[src/rtl/pixel_bank_writer.sv]
// pixel_bank_writer: scatters LANES-pixel words column-interleaved (bank = col mod BANKS) over BANKS memories.
// Writes are registered 1 cycle after acceptance; in_ready only while RUN. PBW_OVERRUN_DET_EN builds overrun detection.
module pixel_bank_writer #(
  parameter int PIX_W  = 8,
  parameter int LANES  = 4,
  parameter int BANKS  = 4,
  parameter int ADDR_W = 17,
  parameter int DIM_W  = 10
) (
  input  logic                    clock,
  input  logic                    reset,
  input  logic                    start,
  input  logic [DIM_W-1:0]        rows,
  input  logic [DIM_W-1:0]        cols,
  input  logic                    in_valid,
  output logic                    in_ready,
  input  logic [LANES*PIX_W-1:0]  pixels,
  output logic [BANKS-1:0]        write_en,
  output logic [BANKS*ADDR_W-1:0] address,
  output logic [BANKS*PIX_W-1:0]  out_data,
  output logic [31:0]             current_pixel,
  output logic [DIM_W-1:0]        row_idx,
  output logic [DIM_W-1:0]        col_idx,
  output logic                    busy,
  output logic                    frame_done,
  output logic                    cfg_err,
  output logic                    overrun
);

  typedef enum logic [1:0] {IDLE, RUN, DONE} state_t;

  localparam logic [63:0]      WORD_SPAN = 64'd1 << ADDR_W;
  localparam logic [DIM_W-1:0] LANES_D   = DIM_W'(LANES);

  state_t             state;
  logic [DIM_W-1:0]   rows_q;
  logic [DIM_W-1:0]   cols_q;
  logic [2*DIM_W-1:0] area;
  logic               geom_ok;
  logic               start_ok;
  logic               accept;
  logic               last_word;
  logic               row_end;

  assign area     = {{DIM_W{1'b0}}, rows} * {{DIM_W{1'b0}}, cols};
  assign geom_ok  = (rows != '0) && (cols != '0) &&
                    ((32'(cols) % 32'(BANKS)) == 32'd0) &&
                    ((64'(area) / 64'(BANKS)) <= WORD_SPAN);
  assign start_ok = (state == IDLE) && start && geom_ok;
  assign accept   = in_valid && in_ready;
  assign row_end  = (col_idx == cols_q - LANES_D);
  assign last_word = row_end && (row_idx == rows_q - DIM_W'(1));

  always_ff @(posedge clock or posedge reset) begin
    if (reset) begin
      state         <= IDLE;
      rows_q        <= '0;
      cols_q        <= '0;
      in_ready      <= 1'b0;
      busy          <= 1'b0;
      frame_done    <= 1'b0;
      cfg_err       <= 1'b0;
      current_pixel <= '0;
      row_idx       <= '0;
      col_idx       <= '0;
    end else begin
      frame_done <= 1'b0;
      case (state)
        IDLE: begin
          if (start_ok) begin
            state         <= RUN;
            in_ready      <= 1'b1;
            busy          <= 1'b1;
            rows_q        <= rows;
            cols_q        <= cols;
            cfg_err       <= 1'b0;
            current_pixel <= '0;
            row_idx       <= '0;
            col_idx       <= '0;
          end else if (start) begin
            cfg_err <= 1'b1;
          end
        end
        RUN: begin
          if (accept) begin
            current_pixel <= current_pixel + 32'(LANES);
            if (row_end) begin
              col_idx <= '0;
              row_idx <= row_idx + DIM_W'(1);
            end else begin
              col_idx <= col_idx + LANES_D;
            end
            // frame_done rises together with the last word's write strobe
            if (last_word) begin
              state      <= DONE;
              in_ready   <= 1'b0;
              frame_done <= 1'b1;
            end
          end
        end
        DONE: begin
          state <= IDLE;
          busy  <= 1'b0;
        end
        default: state <= IDLE;
      endcase
    end
  end

  // cols is a multiple of BANKS, so the running pixel count gives both bank and word address
  logic [31:0]            lane_base;
  logic [ADDR_W-1:0]      word_addr;
  logic [BANKS-1:0]       bank_hit;
  logic [BANKS*PIX_W-1:0] bank_pix;

  assign lane_base = current_pixel % 32'(BANKS);
  assign word_addr = ADDR_W'(current_pixel / 32'(BANKS));

  always_comb begin
    bank_hit = '0;
    bank_pix = '0;
    for (int b = 0; b < BANKS; b++) begin
      for (int l = 0; l < LANES; l++) begin
        if (lane_base + 32'(l) == 32'(b)) begin
          bank_hit[b]                 = 1'b1;
          bank_pix[b*PIX_W +: PIX_W]  = pixels[l*PIX_W +: PIX_W];
        end
      end
    end
  end

  always_ff @(posedge clock or posedge reset) begin
    if (reset) begin
      write_en <= '0;
      address  <= '0;
      out_data <= '0;
    end else begin
      write_en <= accept ? bank_hit : '0;
      for (int b = 0; b < BANKS; b++) begin
        if (accept && bank_hit[b]) begin
          address[b*ADDR_W +: ADDR_W] <= word_addr;
          out_data[b*PIX_W +: PIX_W]  <= bank_pix[b*PIX_W +: PIX_W];
        end
      end
    end
  end

`ifdef PBW_OVERRUN_DET_EN
  logic done_once;

  always_ff @(posedge clock or posedge reset) begin
    if (reset) begin
      overrun   <= 1'b0;
      done_once <= 1'b0;
    end else begin
      if (state == DONE) begin
        done_once <= 1'b1;
      end
      if (start_ok) begin
        overrun <= 1'b0;
      end else if (in_valid && ((state == DONE) || ((state == IDLE) && done_once))) begin
        overrun <= 1'b1;
      end
    end
  end
`else
  assign overrun = 1'b0;
`endif

endmodule

[config.mk]
export PLATFORM = sky130hd
export DESIGN_NAME = pixel_bank_writer
export DESIGN_NICKNAME = d
export VERILOG_FILES = /design/src/rtl/pixel_bank_writer.sv
export SDC_FILE = /design/constraint.sdc
export NUM_CORES = 1
export LEC_CHECK = 0
export CORE_ASPECT_RATIO = 1.5
export CORE_MARGIN = 2
export CORE_UTILIZATION = 50
export CTS_BUF_LIST = sky130_fd_sc_hd__clkbuf_8
export DETAILED_ROUTE_END_ITERATION = 12
export DONT_BUFFER_PORTS = 1
export SLEW_MARGIN = 20
export SYNTH_ARGS = -nofsm -noshare
export SYNTH_HDL_FRONTEND = slang
export SYNTH_SLANG_ARGS = --single-unit
[constraint.sdc]
create_clock -name clock -period 5.1 [get_ports clock]
set_input_delay 0.255 -clock clock [delete_from_list [all_inputs] [get_ports clock]]
set_output_delay 0.255 -clock clock [all_outputs]
set_load 0.02 [all_outputs]
==> reports/qor_table.md, run 1 <==
| Result | Value | Unit |
|:---|:---|:---|
| Run status | finished, final reports clean | - |
| Wire length per cell | 18.0 | um |
| Ranking of synthesized cells by instance count | sky130_fd_sc_hd__nand2_1, sky130_fd_sc_hd__dfrtp_1, sky130_fd_sc_hd__inv_1 | - |
| Top area cells in the synthesized netlist | sky130_fd_sc_hd__dfrtp_1, sky130_fd_sc_hd__fa_1, sky130_fd_sc_hd__nand2_1 | - |
| Hold WC Path Type | in2reg | - |
| Netlist area before placement | 10500 | sq um |
| Hpwl dp | 20000 | um |
| WP data arrival | 5.31 | ns |
| Die Width | 123 | um |
| Number of placement rows | 65 | - |
| Wire length of the first global-routing pass | 43800 | um |
| Multi-input combinational cell area | 6330 | sq um |
| Sequential-to-total area share from yosys stat | 33.7 | % |
| Initial core utilization | 50.5 | % |
| Post-synth EDFFs | 0 | - |
| Launching element of the worst setup path | cols[9] | - |
| Area leader, netlist | sky130_fd_sc_hd__dfrtp_1 | - |
| Final-report max-slew violation count | 0 | - |
| Layout Cells excl Fill | 1507 | - |
| Mean cell area of the mapped netlist | 8.85 | sq um |
| Antenna violations before repair | 0 | - |
| Insertion delay to the later sink of the worst-skew pair | 0.45 | ns |
| Required time worst endpoint | 5.44 | ns |
| Cell area reported after detailed placement | 10800 | sq um |
| Clock tree buffer depth | 2 | - |
| Max Fanout on Critical Path | 13 | - |
| Number of DRC violations after detailed routing | 0 | - |
| CTS tree | yes | - |
| Standard cell core area | 20900 | sq um |
| Async S/R FF share, synth | 100 | % |
| Clock-pin slew reported for the worst setup and hold paths after clock tree synthesis | 0.08 | ns |
| Timing-limited maximum frequency | 201 | MHz |
| Relative slew slack | 36.6 | % |
| Vias | 8487 | - |
| Critical Setup Path Class | in2reg | - |
| Top flip-flop cell by instance count after synthesis | sky130_fd_sc_hd__dfrtp_1 | - |
| LEAKAGE | 5.96 | nW |
| GRT Total Usage | 24.9 | % |
| Share of cells above drive strength 1 | 12.3 | % |
| RePlAce Congestion | 0.899 | - |
| Final setup violation count | 0 | - |
| Final Critical Period | 4.97 | ns |
| Sum of negative setup slack | 0 | ns |
| Measured slew at the worst slew-check pin | 0.951 | ns |
| Number of warnings issued by yosys | 0 | - |
| Number of sinks handled by clock tree synthesis | 142 | - |
| Post-synthesis cell count | 1192 | - |
| Count leader, synth | sky130_fd_sc_hd__nand2_1 | - |
| Distinct cells, synth | 66 | - |
| Final setup skew | 0.0113 | ns |
| Min-delay src | start | - |
| Root buffer selected by CTS | sky130_fd_sc_hd__clkbuf_8 | - |
| Die Span Y | 182 | um |
| Critical path startpoint category | input pin | - |
| Setup repair after global routing missed its margin | false | - |
| Average via count per standard cell | 5.63 | - |
| Area occupied by registers | 3550 | sq um |
| H-tree depth | 4 | - |
| PD cells | 470 | nW/um^2 |
| Number of failing hold endpoints at the final stage | 0 | - |
| Total chip power | 5.67 | mW |
| Pin count of the biggest net entering global routing | 105 | - |
| 1st-pass router iterations | 5 | - |
| Min Hold Slack | 0.253 | ns |
| Via count of the first global-routing pass | 8870 | - |
| Antenna diode instance count | 0 | - |
| WL final | 27200 | um |
| Crit path capture type | flop | - |
| Nets | 1404 | - |
| Quantity of I/O buffers inserted on ports | 0 | - |
| IR Drop Worst-Case VDD | 0.000529 | V |
| Filler cells | 1891 | - |
| Synthesis-stage register bit count | 142 | - |
| I/O pin count | 217 | - |
| RR Startpoint | cols_q[5] | - |
| Fraction of the cycle the final worst path needs | 97.5 | % |
| Placed Instances | 1418 | - |
| Floorplan die area | 22300 | sq um |
| CTS Buf Count | 17 | - |
| Number of violations reported at the end of detailed-routing iteration 0 | 445 | - |
| Global route total overflow | 0 | - |
| Synthesis-to-layout area growth | 14.3 | % |
| Max-capacitance violation count | 0 | - |
| Antenna-violating nets left | 0 | - |
| Fraction of post-synthesis cell area in the top cell type by area | 33.7 | % |
| Finished Cell Area | 12100 | sq um |
[state kept, by name (all words and copies together), names as in the netlist, 2 cells and up]
register / count
current_pixel: 30
write_en: 2
rows_q: 10
address: 34
state: 2
cols_q: 10
row_idx: 10
col_idx: 8
out_data: 32
[report_power, final]
group	internal (mW)	switching (mW)
clock network	0.631	0.426
registers	1.25	0.402
logic	1.43	1.53
total	3.31	2.36
[final timing paths]
path | cells past startpoint | to | slack, ns
worst max-delay path | 16 | cols_q[6] | 0.13
worst min-delay path | 2 | cfg_err | 0.25
worst max register to register | 8 | row_idx[8] | 1.73
worst min register to register | 1 | cols_q[0] | 0.51
max in group asynchronous | 3 | address[52] | 3.55
min in group asynchronous | 2 | col_idx[8] | 0.48
[routing by layer]
layer	routed length [um]	vias up	part of all wire [%]	GRT usage (%)
li1	-	3999	-	-
met1	9420	4169	35	24.7
met2	15500	245	57	48.4
met3	1190	74	4.4	3.89
met4	1090	0	4.0	12.1
met5	0	-	0	0
[cell usage in the layout (no fill, tap or decap), types with 34 or more instances in the layout]
| cell | netlist | final |
|---|---|---|
| sky130_fd_sc_hd__nand3_1 | 46 | 46 |
| sky130_fd_sc_hd__inv_1 | 100 | 97 |
| sky130_fd_sc_hd__nand2_1 | 265 | 260 |
| sky130_fd_sc_hd__a21oi_1 | 49 | 42 |
| sky130_fd_sc_hd__dfrtp_1 | 142 | 142 |
| sky130_fd_sc_hd__fa_1 | 62 | 61 |
| sky130_fd_sc_hd__nor2_1 | 34 | 34 |
| sky130_fd_sc_hd__and2_1 | 58 | 55 |
| sky130_fd_sc_hd__ha_1 | 59 | 52 |
| sky130_fd_sc_hd__dlygate4sd3_1 | 0 | 51 |
| sky130_fd_sc_hd__buf_4 | 41 | 47 |
[per-stage QoR]
step	setup WS, ns	utilization, %
floorplan	-0.505	-
global placement	-0.500	51.9
detailed placement	-0.540	51.9
CTS	0.0200	56.6
global route	0.0000138	57.7
finish	0.128	57.7
[critical path: stages]
cell and delay, ns:
sky130_fd_sc_hd__and2_1 0.16, sky130_fd_sc_hd__fa_1 0.54, sky130_fd_sc_hd__inv_1 0.06, sky130_fd_sc_hd__fa_1 0.51
sky130_fd_sc_hd__fa_1 0.58, sky130_fd_sc_hd__inv_1 0.06, sky130_fd_sc_hd__fa_1 0.48, sky130_fd_sc_hd__ha_1 0.34
sky130_fd_sc_hd__ha_4 0.32, sky130_fd_sc_hd__and4_4 0.26, sky130_fd_sc_hd__nand4_1 0.12, sky130_fd_sc_hd__a21boi_2 0.20
sky130_fd_sc_hd__mux2_2 0.35, sky130_fd_sc_hd__a2111o_1 0.48, sky130_fd_sc_hd__and2_4 0.27, sky130_fd_sc_hd__mux2_4 0.31
[layout make-up]
class | count | share of cell area [%]
flip-flops and latches | 142 | 29.5
inverters | 101 | 3.19
clock inverters | 10 | 1.53
repair buffers | 105 | 8.15
well taps | 268 | 2.78
multi-input cells | 860 | 52.5
clock buffers | 21 | 2.40
[cells by family (layout without fill, tap and decap cells)]
kind of cell             count (synthesis)  after routing  synth area share [%]
flip-flops                             142            142                  33.7
other                                    1              5                0.0356
multiplexers                            25             25                  3.01
AND/OR/NAND/NOR                        502            504                  22.4
buffers and inverters                  196            237                  8.74
XOR/XNOR                                33             33                  2.74
adder cells (fa/ha/maj)                121            121                  18.8
AO/OA/AOI/OAI                          172            172                  10.6
[what timing repair did]
| item | CTS | global route |
|---|---|---|
| buffers inserted | 0 | 3 |
| pin swaps | 1 | 15 |
| cloned | 0 | 4 |
| gates resized for setup | 2 | 33 |
| endpoints found under the hold margin | 153 | 0 |
| endpoints found under the setup margin | 24 | 71 |
| hold buffers | 51 | 0 |
Note: power is estimated with default switching activity, not from simulation.
==> run 2, diff against run 1 <==
- CORE_ASPECT_RATIO: 1.5 -> not set
- PLACE_DENSITY: not set -> 0.68
- clock period: 5.1 -> 4.49 ns (I/O delays scaled with it)
==> reports/qor_table.md, run 2 (synthesis results as in run 1) <==
| Result | Value | Unit |
|:---|:---|:---|
| Antenna violations before repair | 0 | - |
| Global route total overflow | 0 | - |
| Synthesis-to-layout area growth | 15.8 | % |
| WP data arrival | 5.23 | ns |
| I/O pin count | 217 | - |
| CTS tree | yes | - |
| Critical Setup Path Class | in2reg | - |
| Number of sinks handled by clock tree synthesis | 142 | - |
| Share of cells above drive strength 1 | 14.4 | % |
| 1st-pass router iterations | 4 | - |
| Max-capacitance violation count | 0 | - |
| Cell area reported after detailed placement | 10900 | sq um |
| Critical path startpoint category | input pin | - |
| Number of violations reported at the end of detailed-routing iteration 0 | 376 | - |
| Most common cell after layout, fill and taps aside | sky130_fd_sc_hd__nand2_1 | - |
| Wire length per cell | 17.6 | um |
| GRT Total Usage | 23.7 | % |
| Die Span Y | 149 | um |
| Final setup violation count | 72 | - |
| WL final | 26700 | um |
| Setup repair after global routing missed its margin | true | - |
| Max Fanout on Critical Path | 12 | - |
| Crit path capture type | flop | - |
| Antenna-violating nets left | 0 | - |
| Largest registers | address x34, out_data x32, current_pixel x30 | - |
| Floorplan die area | 22300 | sq um |
| Antenna diode instance count | 0 | - |
| Most used cells in the layout excluding fill and tap cells | sky130_fd_sc_hd__nand2_1, sky130_fd_sc_hd__dfrtp_1, sky130_fd_sc_hd__inv_1 | - |
| Chain of cells forming the critical path | and2_4 > fa_1 > inv_2 > fa_1 > fa_1 > fa_1 > fa_1 > inv_2 > ha_4 > a21oi_4 > nor3_2 > a2111o_1 > nor4_2 > o2111ai_1 > a2111o_1 > buf_6 > nand2_8 > buf_12 > a41oi_1 | - |
| Average via count per standard cell | 5.58 | - |
| Insertion delay to the later sink of the worst-skew pair | 0.44 | ns |
| Run status | complete, but fails checks | - |
| Pin count of the biggest net entering global routing | 108 | - |
| Final Critical Period | 4.96 | ns |
| Top reg by flops | address | - |
| CTS Buf Count | 17 | - |
| Worst setup slack after placement | -1.08 | ns |
| PD cells | 509 | nW/um^2 |
| Required time worst endpoint | 4.75 | ns |
| Crit path setup slack, layout | -0.474 | ns |
| Max stage delay on crit path | 0.56 | ns |
| Max reg flops | 34 | - |
| Finished Cell Area | 12200 | sq um |
| Quantity of I/O buffers inserted on ports | 0 | - |
| Die Width | 149 | um |
| Measured slew at the worst slew-check pin | 0.961 | ns |
| Final-report max-slew violation count | 0 | - |
| Initial core utilization | 50.5 | % |
| Placed Instances | 1425 | - |
| IR Drop Worst-Case VDD | 0.000570 | V |
| LEAKAGE | 5.96 | nW |
| Relative slew slack | 35.5 | % |
| Via count of the first global-routing pass | 8307 | - |
| Hpwl dp | 18900 | um |
| Number of placement rows | 53 | - |
| Violations in the final reports | negative setup slack | - |
| Dominant cell type by count on the critical path | sky130_fd_sc_hd__fa_1 | - |
| Hold WC Path Type | in2reg | - |
| Final setup skew | 0.0149 | ns |
| Standard cell core area | 20900 | sq um |
| Clock-pin slew reported for the worst setup and hold paths after clock tree synthesis | 0.09 | ns |
| Vias | 8461 | - |
| Timing-limited maximum frequency | 201 | MHz |
| Layout Cells excl Fill | 1515 | - |
| RePlAce Congestion | 0.891 | - |
| Number of failing hold endpoints at the final stage | 0 | - |
| Worst-path cell with the longest stage delay | sky130_fd_sc_hd__fa_1 | - |
| Root buffer selected by CTS | sky130_fd_sc_hd__clkbuf_8 | - |
| H-tree depth | 4 | - |
| Fraction of the cycle the final worst path needs | 111 | % |
| Number of DRC violations after detailed routing | 0 | - |
| Nets | 1404 | - |
| Clock tree buffer depth | 2 | - |
| Wire length of the first global-routing pass | 42500 | um |
[run 2: changes by cell type in the layout (fill, tap and decap cells not counted), moves of 3 or more]
cell	change
sky130_fd_sc_hd__inv_6	+5
sky130_fd_sc_hd__o21ai_1	+9
sky130_fd_sc_hd__a31oi_1	-4
sky130_fd_sc_hd__a31oi_4	+5
sky130_fd_sc_hd__ha_1	-3
sky130_fd_sc_hd__ha_4	+3
sky130_fd_sc_hd__nand3_1	-15
sky130_fd_sc_hd__o21ai_0	-10
sky130_fd_sc_hd__nand3_2	+15
sky130_fd_sc_hd__clkbuf_8	-3
sky130_fd_sc_hd__bufinv_16	-4
[run 2: final timing paths]
kind	startpoint	endpoint	slack, ns	cells after the start
max reg2reg	state[0]	row_idx[6]	1.12	10
min in group asynchronous	reset	address[11]	0.50	2
min reg2reg	cols_q[0]	cols_q[0]	0.53	1
max in group asynchronous	reset	current_pixel[24]	2.96	3
max	cols[3]	row_idx[6]	-0.47	19
min	start	cfg_err	0.20	2
[run 2: cell type report]
type	count	area, sq um
Tap cell	275	344
Sequential cell	142	3550
Inverter	101	384
Clock inverter	14	145
Timing Repair Buffer	105	1030
Multi-Input combinational cell	860	6510
Clock buffer	18	248
Fill cell	1748	8670
[run 2: routing by layer]
| metal | share of wire [%] | wire, um | GRT usage (%) |
|---|---|---|---|
| met2 | 51 | 13700 | 43.2 |
| met5 | 0 | 0 | 0 |
| met4 | 1.7 | 467 | 6.86 |
| met1 | 41 | 10800 | 28.4 |
| met3 | 6.3 | 1680 | 4.80 |
[run 2: stage by stage]
step	setup TNS, ns	utilization, %	hold WS [ns]	total power [mW]
4_1_cts	-24.47	57.2	-0.0805	6.13
3_3_place_gp	-66.98	51.9	0.332	4.84
6_report	-28.15	58.5	0.203	6.21
2_1_floorplan	-59.51	-	0.330	4.03
5_1_grt	-39.25	58.5	0.208	6.73
3_5_place_dp	-71.50	51.9	0.340	4.87
[run 2: what timing repair did]
| action | CTS | global route |
|---|---|---|
| resized for setup | 31 | 38 |
| endpoints found under the setup margin | 72 | 72 |
| hold endpoints to repair | 156 | 1 |
| hold buffers | 50 | 1 |
| pin swaps | 12 | 23 |
| gates cloned | 4 | 2 |
| buffers inserted | 1 | 0 |
[run 2: worst max-delay path: cells and delay by family]
| family | cells | cell delay [ns] |
|---|---|---|
| and+or+nand+nor | 4 | 0.55 |
| AOI/OAI and AO/OA | 5 | 1.25 |
| adders and majority gates | 6 | 2.78 |
| buffers and inverters | 4 | 0.42 |
[run 2: power by group]
group / switching (mW) / internal [mW]
registers: 0.455 / 1.41
logic: 1.69 / 1.65
clock network: 0.538 / 0.471
==> run 3, diff against run 2 <==
- CORE_MARGIN: 2 -> 3
- SETUP_SLACK_MARGIN: not set -> 0.15
==> reports/qor_table.md, run 3 (synthesis results as in run 1) <==
| Result | Value | Unit |
|:---|:---|:---|
| Run status | complete, but fails checks | - |
| Violations in the final reports | negative setup slack | - |
| Fraction of the cycle the final worst path needs | 109 | % |
| Final setup skew | 0.0135 | ns |
| Worst-path cell with the longest stage delay | sky130_fd_sc_hd__fa_1 | - |
| Launching element of the worst setup path | cols[3] | - |
| Critical Setup Path Class | in2reg | - |
| Most common cell after layout, fill and taps aside | sky130_fd_sc_hd__nand2_1 | - |
| Via count of the first global-routing pass | 8751 | - |
| Cell count of the worst reg-to-reg path | 8 | - |
| Measured slew at the worst slew-check pin | 0.997 | ns |
| Antenna diode instance count | 0 | - |
| Number of failing hold endpoints at the final stage | 0 | - |
| Crit-path leading delay family | adder cells | - |
| Root buffer selected by CTS | sky130_fd_sc_hd__clkbuf_8 | - |
| Min Hold Slack | 0.219 | ns |
| Wire length per cell | 18.7 | um |
| Max Fanout on Critical Path | 12 | - |
| Global route total overflow | 0 | - |
| Max reg flops | 34 | - |
| GRT Total Usage | 23.8 | % |
| Critical path startpoint category | input pin | - |
| Number of sinks handled by clock tree synthesis | 142 | - |
| Clock power frac | 16.5 | % |
| 1st-pass router iterations | 5 | - |
| Part of the total power dissipated in sequential elements | 28.4 | % |
| Critical path destination | cols_q[5] | - |
| Final Critical Period | 4.90 | ns |
| Chain of cells forming the critical path | and2_4 > fa_1 > inv_1 > fa_1 > fa_1 > fa_1 > fa_1 > inv_2 > ha_4 > and4_4 > and4_1 > nand3_2 > mux2_4 > o2111ai_1 > a2111o_1 > buf_6 > and2_4 > mux2_4 | - |
| Synthesis-to-layout area growth | 19.4 | % |
| Slack of the worst reg-to-reg path | 1.18 | ns |
| Number of placement rows | 52 | - |
| Hpwl dp | 19300 | um |
| Most used cells in the layout excluding fill and tap cells | sky130_fd_sc_hd__nand2_1, sky130_fd_sc_hd__dfrtp_1, sky130_fd_sc_hd__inv_1 | - |
| Crit path setup slack, layout | -0.415 | ns |
| PD cells | 531 | nW/um^2 |
| I/O pin count | 217 | - |
| Critical register-to-register path endpoint | row_idx[9] | - |
| Clock tree buffer depth | 2 | - |
| IR Drop Worst-Case VDD | 0.000440 | V |
| Switching pwr | 2.85 | mW |
| Max stage delay on crit path | 0.56 | ns |
| Relative slew slack | 33.1 | % |
| Hold WC Path Type | in2reg | - |
| Timing-limited maximum frequency | 204 | MHz |
| Antenna violations before repair | 0 | - |
| Cell area reported after detailed placement | 10900 | sq um |
| Die Width | 151 | um |
| Insertion delay to the later sink of the worst-skew pair | 0.44 | ns |
| Nets | 1418 | - |
| Worst setup slack after placement | -1.06 | ns |
| Required time worst endpoint | 4.81 | ns |
| Quantity of I/O buffers inserted on ports | 0 | - |
| RePlAce Congestion | 0.848 | - |
| Finished Cell Area | 12600 | sq um |
| Share of cells above drive strength 1 | 17.5 | % |
| Wire length of the first global-routing pass | 44000 | um |
| WP data arrival | 5.22 | ns |
| Design internal power | 3.84 | mW |
| Floorplan die area | 22900 | sq um |
| Final setup violation count | 72 | - |
| Number of DRC violations after detailed routing | 0 | - |
| Setup repair after global routing missed its margin | true | - |
| Max-capacitance violation count | 0 | - |
| H-tree depth | 4 | - |
| Top reg by flops | address | - |
| Vias | 8795 | - |
| Number of violations reported at the end of detailed-routing iteration 0 | 516 | - |
| Final-report max-slew violation count | 0 | - |
| Total chip power | 6.69 | mW |
| Antenna-violating nets left | 0 | - |
| CTS tree | yes | - |
| Utilization after layout | 61.5 | % |
| Initial core utilization | 51.5 | % |
| Filler cells | 1644 | - |
| Clock-pin slew reported for the worst setup and hold paths after clock tree synthesis | 0.09 | ns |
| Average via count per standard cell | 5.77 | - |
| CTS Buf Count | 17 | - |
| Buf+Inv Stages, Crit Path | 3 | - |
| Switching part of the total power | 42.6 | % |
| RR Startpoint | cols_q[5] | - |
| Standard cell core area | 20500 | sq um |
| Pin count of the biggest net entering global routing | 109 | - |
| LEAKAGE | 6.08 | nW |
| Critical Path Stages | 18 | - |
| Dominant cell type by count on the critical path | sky130_fd_sc_hd__fa_1 | - |
| Crit path capture type | flop | - |
| Die Span Y | 151 | um |
| WL final | 28500 | um |
| Largest registers | address x34, out_data x32, current_pixel x30 | - |
| Combinational share of power | 55.1 | % |
[run 3: changes by cell type in the layout (fill, tap and decap cells not counted), moves of 3 or more]
cell and change:
sky130_fd_sc_hd__a31oi_4 +4, sky130_fd_sc_hd__a41oi_2 +3, sky130_fd_sc_hd__a41oi_1 -3, sky130_fd_sc_hd__a21oi_1 -7
sky130_fd_sc_hd__o21ai_1 -8, sky130_fd_sc_hd__a21oi_2 +6, sky130_fd_sc_hd__buf_4 +12, sky130_fd_sc_hd__o21ai_2 +7
sky130_fd_sc_hd__a31oi_1 -5
[run 3: power by group through the flow]
stage	registers, mW	clock network, mW	logic, mW
final	1.90	1.10	3.69
after global routing	1.92	1.18	4.09
after CTS	1.88	1.12	3.31
after detailed placement	1.91	0	3.05
after global placement	1.91	0	3.04
after floorplan	1.74	0	2.29
[run 3: cell type report]
type	count	area, sq um	area share, %
Multi-Input combinational cell	860	6750	53.6
Sequential cell	142	3550	28.2
Timing Repair Buffer	119	1150	9.16
Inverter	101	384	3.05
Tap cell	270	338	2.68
Clock buffer	18	248	1.97
Clock inverter	13	175	1.39
[run 3: worst register-to-register path, stage by stage, from the launching register on]
cell and delay [ns]:
sky130_fd_sc_hd__dfrtp_1 0.44, sky130_fd_sc_hd__or4_1 0.60, sky130_fd_sc_hd__or4b_2 0.65, sky130_fd_sc_hd__nand3_1 0.11
sky130_fd_sc_hd__a31oi_1 0.15, sky130_fd_sc_hd__nor3_2 0.43, sky130_fd_sc_hd__nand2_1 0.37, sky130_fd_sc_hd__o31ai_1 0.39
sky130_fd_sc_hd__a31o_4 0.13
[run 3: how the worst min path moves through the flow]
| stage | from | to | slack, ns | depth (start not counted) |
|---|---|---|---|---|
| floorplan | pixels[0] | out_data[0] | 0.33 | 2 |
| global placement | pixels[2] | out_data[2] | 0.33 | 2 |
| detailed placement | pixels[14] | out_data[14] | 0.34 | 2 |
| CTS | start | cfg_err | 0.20 | 2 |
| global route | start | cfg_err | 0.20 | 2 |
| finish | start | cfg_err | 0.22 | 2 |
[run 3: through the flow]
stage,std cells,setup TNS [ns]
final,1523,-22.50
after CTS,1516,-24.90
after global placement,1429,-69.32
after detailed placement,1429,-69.86
after global routing,1523,-31.45
after floorplan,1196,-59.51
[run 3: timing repair]
action                                 4_1_cts  5_1_grt
cloned                                       4        3
hold buffers                                51        0
gates resized for setup                     29       78
pin swaps                                   12       30
setup buffers                                1        4
endpoints found under the hold margin      157        0
setup endpoints to repair                   72       72
[run 3: per-layer routing]
layer / vias up / share of wire (%) / global-route usage, %
met2: 338 / 52 / 42.6
li1: 4036 / - / -
met1: 4365 / 38 / 28.5
met4: 0 / 2.4 / 8.20
met5: - / 0 / 0
met3: 56 / 6.9 / 4.61
